## src/rtl/sd_spi_port.sv

```systemverilog
// SD-card SPI port (mode 0) in the 8086 drive I/O window: DATA, CTRL/STATUS and DIV registers.
// Define SD_DRIVE_IRQ_EN to add the IRQ output that fires when a transfer completes.
module sd_spi_port #(
  parameter logic [7:0]  DIV_RESET   = 8'd99,
  parameter int unsigned SYNC_STAGES = 2
) (
  input  logic       CLK,
  input  logic       RESET_N,
  input  logic       CS,
  input  logic       RD,
  input  logic       WR,
  input  logic [1:0] A,
  input  logic [7:0] DIN,
  output logic [7:0] DOUT,
  output logic       DOUT_EN,
  output logic       SD_SCK,
  output logic       SD_MOSI,
  input  logic       SD_MISO,
  output logic       SD_CS_N
`ifdef SD_DRIVE_IRQ_EN
  ,
  output logic       IRQ
`endif
);

  typedef enum logic [1:0] {S_IDLE, S_LO, S_HI, S_DONE} state_t;

  state_t                       state;
  logic [SYNC_STAGES-1:0][2:0]  sync_q;
  logic [2:0]                   sync_prev;
  logic [2:0]                   strobe_raw;
  logic [2:0]                   strobe_rise;
  logic                         wr_data, wr_ctrl, wr_div;
  logic                         rd_status, rd_data;
  logic [7:0]                   shift, rxdata, div, cnt;
  logic [2:0]                   bitcnt;
  logic                         busy, ovr, irqen, miso_q;

  // Bus strobes are asynchronous to CLK: {write, status read, data read}.
  assign strobe_raw  = {CS & ~WR, CS & ~RD & (A == 2'd1), CS & ~RD & (A == 2'd0)};
  assign strobe_rise = sync_q[SYNC_STAGES-1] & ~sync_prev;

  assign wr_data   = strobe_rise[2] & (A == 2'd0);
  assign wr_ctrl   = strobe_rise[2] & (A == 2'd1);
  assign wr_div    = strobe_rise[2] & (A == 2'd2);
  assign rd_status = strobe_rise[1];
  assign rd_data   = strobe_rise[0];

  always_ff @(posedge CLK or negedge RESET_N) begin
    if (!RESET_N) begin
      sync_q    <= '0;
      sync_prev <= '0;
    end else begin
      sync_q[0] <= strobe_raw;
      for (int unsigned i = 1; i < SYNC_STAGES; i++) begin
        sync_q[i] <= sync_q[i-1];
      end
      sync_prev <= sync_q[SYNC_STAGES-1];
    end
  end

  always_ff @(posedge CLK or negedge RESET_N) begin
    if (!RESET_N) begin
      state   <= S_IDLE;
      shift   <= '1;
      rxdata  <= 8'hFF;
      div     <= DIV_RESET;
      cnt     <= '0;
      bitcnt  <= '0;
      busy    <= 1'b0;
      ovr     <= 1'b0;
      irqen   <= 1'b0;
      miso_q  <= 1'b0;
      SD_SCK  <= 1'b0;
      SD_MOSI <= 1'b1;
      SD_CS_N <= 1'b1;
`ifdef SD_DRIVE_IRQ_EN
      IRQ     <= 1'b0;
`endif
    end else begin
      if (wr_ctrl) begin
        SD_CS_N <= DIN[0];
        irqen   <= DIN[2];
      end
      if (wr_div) div <= DIN;
      // Later assignment wins: an overrun in the same cycle as a STATUS read stays set.
      if (rd_status) ovr <= 1'b0;
      if (wr_data && busy) ovr <= 1'b1;

      unique case (state)
        S_IDLE: begin
          // BUSY is raised on capture; the next cycle presents bit 7 and starts the clock.
          if (busy) begin
            SD_MOSI <= shift[7];
            cnt     <= div;
            bitcnt  <= '0;
            state   <= S_LO;
          end else if (wr_data) begin
            shift <= DIN;
            busy  <= 1'b1;
          end
        end
        S_LO: begin
          if (cnt == 8'd0) begin
            SD_SCK <= 1'b1;
            miso_q <= SD_MISO;
            cnt    <= div;
            state  <= S_HI;
          end else begin
            cnt <= cnt - 8'd1;
          end
        end
        S_HI: begin
          if (cnt == 8'd0) begin
            SD_SCK  <= 1'b0;
            shift   <= {shift[6:0], miso_q};
            SD_MOSI <= (bitcnt == 3'd7) ? 1'b1 : shift[6];
            cnt     <= div;
            bitcnt  <= bitcnt + 3'd1;
            state   <= (bitcnt == 3'd7) ? S_DONE : S_LO;
          end else begin
            cnt <= cnt - 8'd1;
          end
        end
        S_DONE: begin
          rxdata  <= shift;
          busy    <= 1'b0;
          SD_MOSI <= 1'b1;
          state   <= S_IDLE;
        end
        default: state <= S_IDLE;
      endcase

`ifdef SD_DRIVE_IRQ_EN
      if (rd_data || (wr_ctrl && !DIN[2])) IRQ <= 1'b0;
      if (state == S_DONE && irqen) IRQ <= 1'b1;
`endif
    end
  end

  always_comb begin
    DOUT = '0;
    unique case (A)
      2'd0:    DOUT = rxdata;
      2'd1:    DOUT = {4'b0000, ovr, irqen, busy, SD_CS_N};
      2'd2:    DOUT = div;
      default: DOUT = '0;
    endcase
  end

  assign DOUT_EN = CS & ~RD;

endmodule
```

## config.mk

```make
export PLATFORM = sky130hd
export DESIGN_NAME = sd_spi_port
export DESIGN_NICKNAME = d
export VERILOG_FILES = /design/src/rtl/sd_spi_port.sv
export SDC_FILE = /design/constraint.sdc
export NUM_CORES = 1
export LEC_CHECK = 0
export CAP_MARGIN = 20
export CORE_UTILIZATION = 34
export DETAILED_ROUTE_END_ITERATION = 10
export GPL_TIMING_DRIVEN = 0
export PLACE_DENSITY = 0.58
export RECOVER_POWER = 50
export SLEW_MARGIN = 25
export SYNTH_ARGS = -nofsm -noshare
export SYNTH_HDL_FRONTEND = slang
export SYNTH_SLANG_ARGS = --single-unit
```

## constraint.sdc

```tcl
create_clock -name CLK -period 2.7 [get_ports CLK]
set_clock_uncertainty 0.15 [all_clocks]
set_input_delay 0.675 -clock CLK [delete_from_list [all_inputs] [get_ports CLK]]
set_output_delay 0.675 -clock CLK [all_outputs]
set_load 0.01 [all_outputs]
```

## After elaboration in Yosys (flattened, before gate mapping)

Index checks and enable logic that the tools add are counted.
Widths: inputs -> output; s select.

| word-level totals | value |
|---|---|
| flip-flop bits (word level) | 53 |
| bits of input ports | 16 |
| output and inout bits | 12 |
| logic and storage cells | 86 |

| operators by class | value |
|---|---|
| add/subtract/negate cells | 2 |
| eq/ne operators | 11 |
| multiplexer cells | 28 |
| bitwise operators | 11 |
| reductions and logical operators | 18 |

Operators by type and width:

| operator | count |
|---|---|
| $mux 8 | 5 |
| $pmux 8 s2 | 2 |
| $pmux 8 s3 | 1 |
| $reduce_and 3->1 | 4 |
| $ne 2x2->1 const B | 5 |
| $reduce_bool 2->1 | 5 |
| $mux 1 | 9 |
| $logic_not 8->1 | 1 |
| $mux 2 | 4 |
| $pmux 2 s4 | 1 |
| $sub 8x1->8 const B | 1 |
| $and 1x1->1 | 7 |
| $eq 2x2->1 const B | 3 |
| $mux 3 | 2 |
| $pmux 3 s2 | 1 |
| $eq 2x1->1 const B | 2 |
| $logic_not 2->1 | 2 |
| $pmux 1 s2 | 2 |
| $reduce_and 2->1 | 2 |
| $reduce_and 4->1 | 1 |
| $add 3x1->3 const B | 1 |
| $and 3x3->3 | 1 |
| $eq 3x3->1 const B | 1 |
| $not 3->3 | 1 |
| other kinds (5) | 6 |

## Logic depth before layout (Yosys ltp)

Gate-level depths: netlist of the first run.

| logic depth | value |
|---|---|
| depth after elaboration | 6 |
| mapped depth | 8 |
| depth with buffers taken out | 6 |

## Least setup slack after synthesis of the first run

No wires, ideal clock.

| timing path | value |
|---|---|
| path kind | input to output |
| start point | input port A[1] |
| end point | output port DOUT[0] |
| data arrival time | 1.490 ns |
| required time | 1.875 ns |
| path slack | 0.385 ns |
| stages on the path | 3 |
| path buffers | 1 |
| path through | clkbuf_1 > mux2i_1 > o21ai_0 |

| between the ends | value |
|---|---|
| longest elaborated chain between the ends | 2 |
| elaborated cells on any way between the ends | 4 |
| those cells by class | 2 x eq/ne; 1 x mux; 1 x reduce/logical |

Ends and longest elaborated chain:

| element | RTL line | source |
|---|---|---|
| start: declaration | 12 | `input logic [1:0] A,` |
| $eq 2x2->1 (tied with other cells) | 143 | `unique case (A)` |
| $pmux 8 s3 (*) | 143 |  |
| end: declaration | 14 | `output logic [7:0] DOUT,` |

Mark *: on every way between the ends. The rest lies on a longest branch, timed or not.

## Worst setup path in the final report of the first run

| timing path | value |
|---|---|
| start point | input port A[0] |
| end point | output port DOUT[3] |

The elaborated chain is that of the path after synthesis.

==> Flow_metrics.wiki, run 1 <==
{| class="wikitable"
! Metric !! Value
|-
| Startpoint class of the critical path || input pin
|-
| Synthesis-to-layout area growth || 20.2%
|-
| Slew @ Worst Pin || 1.25 ns
|-
| Cell variety after synth || 42
|-
| Site row count || 31
|-
| Die Y-Extent || 89.9 um
|-
| Initial cell density of the core || ~36%
|-
| P_sw || approximately 1.4 mW
|-
| Mapped cell area || between 0.002 and 0.003 mm2
|-
| First-iteration detailed-routing DRC count || roughly 130
|-
| Clock power share || 14.7%
|-
| Post-layout total power || 3.68 mW
|-
| Final setup violation count || 0
|-
| Number of buffers inserted by port buffering || 27
|-
| Synthesized instance count || 234
|-
| Number of vias in the routed layout || 1,922
|-
| Largest net degree at the start of global routing || approximately 50
|-
| Worst slack after detailed placement || -0.864 ns
|-
| Final max-slew violation count || 0
|-
| Layout fillers || 732
|-
| Count of non-filler cells in the finished layout || between 300 and 400
|-
| Status || finished, final reports clean
|-
| Count of endpoints failing hold in the final timing report || 0
|-
| Routed via count divided by cell count || approximately 5.2
|-
| Register bit count reported by yosys || 50
|-
| Post-route ant nets || 0
|-
| Final Wtd Congestion || 0.755
|-
| Kind of end point of the critical path || primary output
|-
| N_diodes || 0
|-
| Minimum period implied by the final worst setup slack || 2.59 ns
|-
| Switching portion of total power || 38.2%
|-
| Avg Synthesized Cell Area || 11.2 um2
|-
| Most common cell after layout, fill and taps aside || sky130_fd_sc_hd__dfrtp_1
|-
| Highest net fanout along the worst path || 12
|-
| Number of iterations in the first detailed-routing pass || 4
|-
| Cell depth of the worst setup path || 5
|-
| HPWL after detailed placement || between 3000 and 4000 um
|-
| Area inside the core boundary || 0.00737 mm2
|-
| Gr ovfl total || 0
|-
| Overall routed net length || 5740 um
|-
| Arrival time of data at the critical path endpoint || 1.77 ns
|-
| Longest individual stage delay on the worst path || ~0.47 ns
|-
| Delay-heaviest family, CP || buffers and inverters
|-
| Antenna violations before repair || 0
|-
| Cell-internal power || 2.27 mW
|-
| R2R depth || 7
|-
| Destination of the critical timing path || DOUT[3]
|-
| Number of H-tree levels || 2
|-
| Post-route cell area || 0.00316 mm2
|-
| Launch point of the worst hold path || sync_q[2]
|-
| Clk Tree Root Cell || sky130_fd_sc_hd__clkbuf_8
|-
| Final worst path period share || 96.0%
|-
| Top achievable clock speed || 386 MHz
|-
| Path type of the worst setup path || input pin to primary output
|-
| Static leakage || 1.35 nW
|-
| Fraction of the yosys area taken by sequential cells || 48.7%
|-
| Synth warn || 0
|-
| Overall track demand over capacity in global routing || 15.5%
|-
| R2R Setup Slk || 0.26 ns
|-
| Terminus of the critical flop-to-flop path || cnt[2]
|-
| DIE WIDTH || 89.9 um
|-
| Combinational Power Share || 47.5%
|-
| Clock transition at the registers of the reported paths || approximately 0.09 ns
|-
| EDFF count, synth || 0
|-
| Max capacitance violation total || 0
|-
| CP Cell Sequence || dlygate4sd2_1, nor2b_4, nand2_1, o21ai_0, buf_2
|-
| Total clock buffers created by CTS || 5
|-
| Worst path slowest cell || sky130_fd_sc_hd__dlygate4sd2_1
|-
| Synthesized net count || 258
|-
| Die Area || roughly 0.0081 mm2
|-
| Count of placed standard cells including taps || 360
|-
| Detailed-route DRC error count || 0
|-
| Clock insertion delay at the later pin of the skew report || a little over 0.3 ns
|-
| Number of nets in the layout || 296
|-
| Global-route wire length before repair || 10,100 um
|-
| Via count of the first global-routing pass || 1,981
|-
| Crit Reg-Reg Startpoint || state[1]
|-
| Top flip-flop cell by instance count after synthesis || sky130_fd_sc_hd__dfrtp_1
|-
| Boundary pin count || 28
|-
| Async S/R FF share, synth || 100%
|-
| Fraction of layout cells with a size suffix above 1 || 32.2%
|-
| Worst hold path class || flip-flop to flip-flop
|-
| CTS tree || built
|-
| Proportion of power drawn by flip-flops and latches || 37.9%
|-
| Peak VDD IR || 464 uV
|-
| Power density over the cells || 1160 mW/mm2
|-
| Cell area reported after detailed placement || between 0.003 and 0.004 mm2
|-
| CP Buf/Inv Count || 2
|-
| Sink count of the clock tree || 50
|-
| Wire per inst || 15.4 um
|-
| Worst-case headroom to the max-slew limit || 16.8%
|-
| Setup slack of the critical path after layout || 0.109 ns
|-
| RSZ-0062 raised after global routing || false
|-
| Data required time at the worst endpoint || 1.88 ns
|-
| Start point of the critical path || A[0]
|-
| Number of buffers on the longest clock path || 2
|-
| Top library cells by usage in the layout, fill and taps aside || sky130_fd_sc_hd__dfrtp_1 (28), sky130_fd_sc_hd__mux2_2 (27), sky130_fd_sc_hd__dfstp_2 (22)
|}
## logic make-up (layout without fill, tap and decap cells)
logic type	count (synthesis)	count (layout)	share of synthesized area [%]
flip-flops	50	50	48.7
multiplexers	44	44	19.6
AND/OR/NAND/NOR	60	60	12.3
buffers and inverters	20	59	3.14
AO/OA/AOI/OAI	52	52	12.5
adder cells (fa/ha/maj)	8	8	3.81
## Yosys cell counts, types with 2 or more instances
master,count,area [um2]
sky130_fd_sc_hd__o21ai_1,2,10.0
sky130_fd_sc_hd__nand3_1,5,25.0
sky130_fd_sc_hd__a2bb2oi_1,7,61.3
sky130_fd_sc_hd__ha_1,8,100
sky130_fd_sc_hd__o22ai_1,4,25.0
sky130_fd_sc_hd__o21ai_0,17,85.1
sky130_fd_sc_hd__and2_1,2,12.5
sky130_fd_sc_hd__dfstp_2,22,578
sky130_fd_sc_hd__a31oi_1,2,12.5
sky130_fd_sc_hd__nand2b_1,3,18.8
sky130_fd_sc_hd__nand4_1,2,12.5
sky130_fd_sc_hd__nor3b_1,2,15.0
sky130_fd_sc_hd__inv_1,10,37.5
sky130_fd_sc_hd__nor3_1,5,25.0
sky130_fd_sc_hd__a22o_1,2,17.5
sky130_fd_sc_hd__a21oi_1,10,50.1
sky130_fd_sc_hd__nand2_1,18,67.6
sky130_fd_sc_hd__nor2b_1,4,25.0
sky130_fd_sc_hd__nor2_1,11,41.3
sky130_fd_sc_hd__mux2i_1,9,90.1
sky130_fd_sc_hd__dfrtp_1,28,701
sky130_fd_sc_hd__mux2_4,8,120
sky130_fd_sc_hd__clkbuf_1,8,30.0
sky130_fd_sc_hd__mux2_2,27,304
## sequential cells by signal, indices dropped and copies added (netlist names)
signal and count:
bitcnt 3, irqen 1, busy 1, ovr 1, cnt 8, sync_q 4
rxdata 8, state 2, SD_CS_N 1, SD_SCK 1, shift 8, div 8
miso_q 1, SD_MOSI 1, sync_prev 2
## layer usage
metal / GRT usage, % / vias up / wire length [um]
met3: 2.45 / 7 / 148
met5: 0 / - / 0
li1: - / 923 / -
met1: 22.1 / 965 / 2840
met4: 4.84 / 0 / 70
met2: 24.2 / 27 / 2670
## how the worst min path moves through the flow
stage	endpoint	slack (ns)	cells past startpoint
detailed placement	sync_q[4]	0.19	0
finish	sync_q[5]	0.21	0
CTS	sync_q[5]	0.21	0
floorplan	sync_q[4]	0.18	0
global placement	sync_q[4]	0.18	0
global route	sync_q[4]	0.22	0
## through the flow
stage          hold WS [ns]  TNS [ns]  utilization (%)
2_1_floorplan         0.181         0                -
3_3_place_gp          0.183    -31.18             41.0
3_5_place_dp          0.192     -5.99             41.0
4_1_cts               0.209         0             42.8
5_1_grt               0.217         0             42.9
6_report              0.205         0             42.9
## power groups by stage
stage	Clock, mW	Combinational (mW)	Sequential (mW)
after detailed placement	0	1.74	1.40
after global placement	0	1.72	1.40
after CTS	0.553	1.74	1.39
final	0.540	1.74	1.39
after floorplan	0	1.32	1.33
after global routing	0.581	1.94	1.44
## final cells by class
type                    instances  area (um2)  share of cell area, %
flip-flops and latches         50        1280                   40.5
multi-input cells             164        1280                   40.5
repair buffers                 32         279                   8.84
well taps                      99         124                   3.92
clock buffers                   6        72.6                   2.30
plain buffers                   9        52.6                   1.66
inverters                      10        37.5                   1.19
clock inverters                 2        36.3                   1.15
## repair_timing
item	4_1_cts	5_1_grt
setup buffers	5	0
setup endpoints to repair	8	5
hold buffers	0	0
hold endpoints to repair	0	0
resized for setup	35	4
Power figures use the tool's default switching activity.
==> inputs of run 2 (changes only) <==
--- a/config.mk
+++ b/config.mk
@@ -8,10 +8,11 @@
 export CAP_MARGIN = 20
 export CORE_UTILIZATION = 34
 export DETAILED_ROUTE_END_ITERATION = 10
+export GPL_ROUTABILITY_DRIVEN = 1
 export GPL_TIMING_DRIVEN = 0
 export PLACE_DENSITY = 0.58
 export RECOVER_POWER = 50
-export SLEW_MARGIN = 25
+export SLEW_MARGIN = 20
 export SYNTH_ARGS = -nofsm -noshare
 export SYNTH_HDL_FRONTEND = slang
 export SYNTH_SLANG_ARGS = --single-unit
==> results of run 2 <==
Same layout as run 1: the final DEF is identical, and so are final timing and power.
==> inputs of run 3 (changes only) <==
==> constraint.sdc (replaced) <==
create_clock -name CLK -period 2.7 [get_ports CLK]
set_clock_uncertainty 0.15 [all_clocks]
set_input_delay 0.27 -clock CLK [delete_from_list [all_inputs] [get_ports CLK]]
set_output_delay 0.27 -clock CLK [all_outputs]
set_load 0.01 [all_outputs]
==> run 3 against run 2 <==
Effect of this change:
- global-route usage shrank 0.11 points
- maximum frequency increased by 2.8%
- worst hold slack barely moved
- final cell count decreased by 1.1%
- via count decreased by 0.99%
- clock power about the same
- flip-flop and latch count unchanged
- critical path type unchanged
- critical endpoint is now DOUT[1]
==> Flow_metrics.wiki, run 3 (synthesis gave the netlist of run 1 again) <==
{| class="wikitable"
! Metric !! Value
|-
| Area inside the core boundary || 0.00737 mm2
|-
| Antenna violations before repair || 0
|-
| Final Wtd Congestion || approximately 0.76
|-
| Routed via count divided by cell count || 5.17
|-
| CTS tree || built
|-
| Path type of the worst setup path || input pin to primary output
|-
| Clk Tree Root Cell || sky130_fd_sc_hd__clkbuf_8
|-
| Proportion of power drawn by flip-flops and latches || 37.8%
|-
| Clock power share || approximately 15%
|-
| Aggregate negative setup slack || 0 ns
|-
| Number of nets in the layout || 292
|-
| Initial cell density of the core || 35.7%
|-
| Number of buffers inserted by port buffering || 27
|-
| Count of endpoints failing hold in the final timing report || 0
|-
| HPWL after detailed placement || approximately 4000 um
|-
| P_sw || 1.40 mW
|-
| Number of iterations in the first detailed-routing pass || 4
|-
| Wire per inst || 15.5 um
|-
| Top achievable clock speed || 397 MHz
|-
| Worst hold path class || flip-flop to flip-flop
|-
| Arrival time of data at the critical path endpoint || 2.10 ns
|-
| Final core utilization || 42.6%
|-
| Count of non-filler cells in the finished layout || 368
|-
| Minimum period implied by the final worst setup slack || 2.52 ns
|-
| Combinational Power Share || approximately 48%
|-
| Post-route cell area || 0.00314 mm2
|-
| Worst slack after detailed placement || -0.0545 ns
|-
| Detailed-route DRC error count || 0
|-
| Clock insertion delay at the later pin of the skew report || 0.30 ns
|-
| Max capacitance violation total || 0
|-
| Cell-internal power || 2.29 mW
|-
| Overall routed net length || 5720 um
|-
| Setup Fix Bufs, Post-CTS || 0
|-
| N_diodes || 0
|-
| Final worst path period share || 93.3%
|-
| RSZ-0062 raised after global routing || false
|-
| Die Area || 0.00808 mm2
|-
| Kind of end point of the critical path || primary output
|-
| DIE WIDTH || 89.9 um
|-
| Post-route ant nets || 0
|-
| Post-layout total power || 3.69 mW
|-
| Boundary pin count || 28
|-
| Switching portion of total power || a little under two fifths
|-
| Peak VDD IR || between 400 and 500 uV
|-
| Synthesis-to-layout area growth || 19.5%
|-
| Final setup violation count || 0
|-
| Highest net fanout along the worst path || 12
|-
| Number of buffers on the longest clock path || 2
|-
| Number of vias in the routed layout || 1,903
|-
| Startpoint class of the critical path || input pin
|-
| Global-route wire length before repair || 10,000 um
|-
| Most common cell after layout, fill and taps aside || sky130_fd_sc_hd__dfrtp_1
|-
| Setup slack of the critical path after layout || 0.181 ns
|-
| Largest net degree at the start of global routing || 51
|-
| Count of placed standard cells including taps || 360
|-
| Slew @ Worst Pin || roughly 1.3 ns
|-
| Clock transition at the registers of the reported paths || 0.09 ns
|-
| Status || finished, final reports clean
|-
| Gr ovfl total || 0
|-
| Overall track demand over capacity in global routing || 15.4%
|-
| Sink count of the clock tree || 50
|-
| Post-Route Hold Slack || 0.206 ns
|-
| Via count of the first global-routing pass || ~2,000
|-
| Cell area reported after detailed placement || approximately 0.0030 mm2
|-
| Power density over the cells || roughly 1200 mW/mm2
|-
| First-iteration detailed-routing DRC count || 143
|-
| Site row count || 31
|-
| Final max-slew violation count || 0
|-
| Top library cells by usage in the layout, fill and taps aside || sky130_fd_sc_hd__dfrtp_1 (28), sky130_fd_sc_hd__mux2_2 (27), sky130_fd_sc_hd__clkdlybuf4s50_1 (25)
|-
| Fraction of layout cells with a size suffix above 1 || 28.3%
|-
| Number of H-tree levels || 2
|-
| Total clock buffers created by CTS || 5
|-
| Data required time at the worst endpoint || 2.28 ns
|-
| Worst-case headroom to the max-slew limit || between 10% and 20%
|-
| Static leakage || 1.29 nW
|-
| Die Y-Extent || 89.9 um
|}
-- run 3: final timing paths --
check	start	end	slack [ns]	depth (start not counted)
setup / recovery	A[0]	DOUT[1]	0.18	5
hold / removal	sync_q[2]	sync_q[5]	0.21	0
setup reg to reg	state[1]	cnt[2]	0.26	7
hold reg to reg	sync_q[2]	sync_q[5]	0.21	0
max in group asynchronous	RESET_N	SD_SCK	1.04	2
min in group asynchronous	RESET_N	div[3]	0.61	2
-- run 3: per-layer routing --
| layer | track usage, % | part of all wire [%] | vias up |
|---|---|---|---|
| met1 | 21.6 | 48 | 950 |
| met5 | 0 | 0 | - |
| met4 | 4.84 | 1.2 | 0 |
| met3 | 2.45 | 2.9 | 7 |
| li1 | - | - | 917 |
| met2 | 24.4 | 47 | 29 |
-- run 3: timing repair --
item	CTS	global route
hold buffers	1	0
endpoints found under the hold margin	28	0
resized for setup	1	4
endpoints found under the setup margin	2	5
-- run 3: power by group through the flow --
stage	Clock (mW)	Sequential, mW	Combinational, mW
after CTS	0.553	1.39	1.76
after global placement	0	1.40	1.72
after floorplan	0	1.33	1.32
after global routing	0.581	1.44	1.96
final	0.538	1.39	1.76
after detailed placement	0	1.40	1.74
-- run 3: final cells by class --
cell class	instances	area [um2]
buffer	9	43.8
fill	736	4230
inverter	10	37.5
timing repair buffer	28	275
multi-input combinational	164	1270
sequential	50	1280
clock buffer	6	72.6
clock inverter	2	36.3
tap	99	124
-- run 3: critical path, cell delays in order --
cell	delay [ns]
sky130_fd_sc_hd__clkdlybuf4s50_1	0.74
sky130_fd_sc_hd__nor2b_2	0.32
sky130_fd_sc_hd__nand2_1	0.08
sky130_fd_sc_hd__o21ai_0	0.11
sky130_fd_sc_hd__clkdlybuf4s50_1	0.58
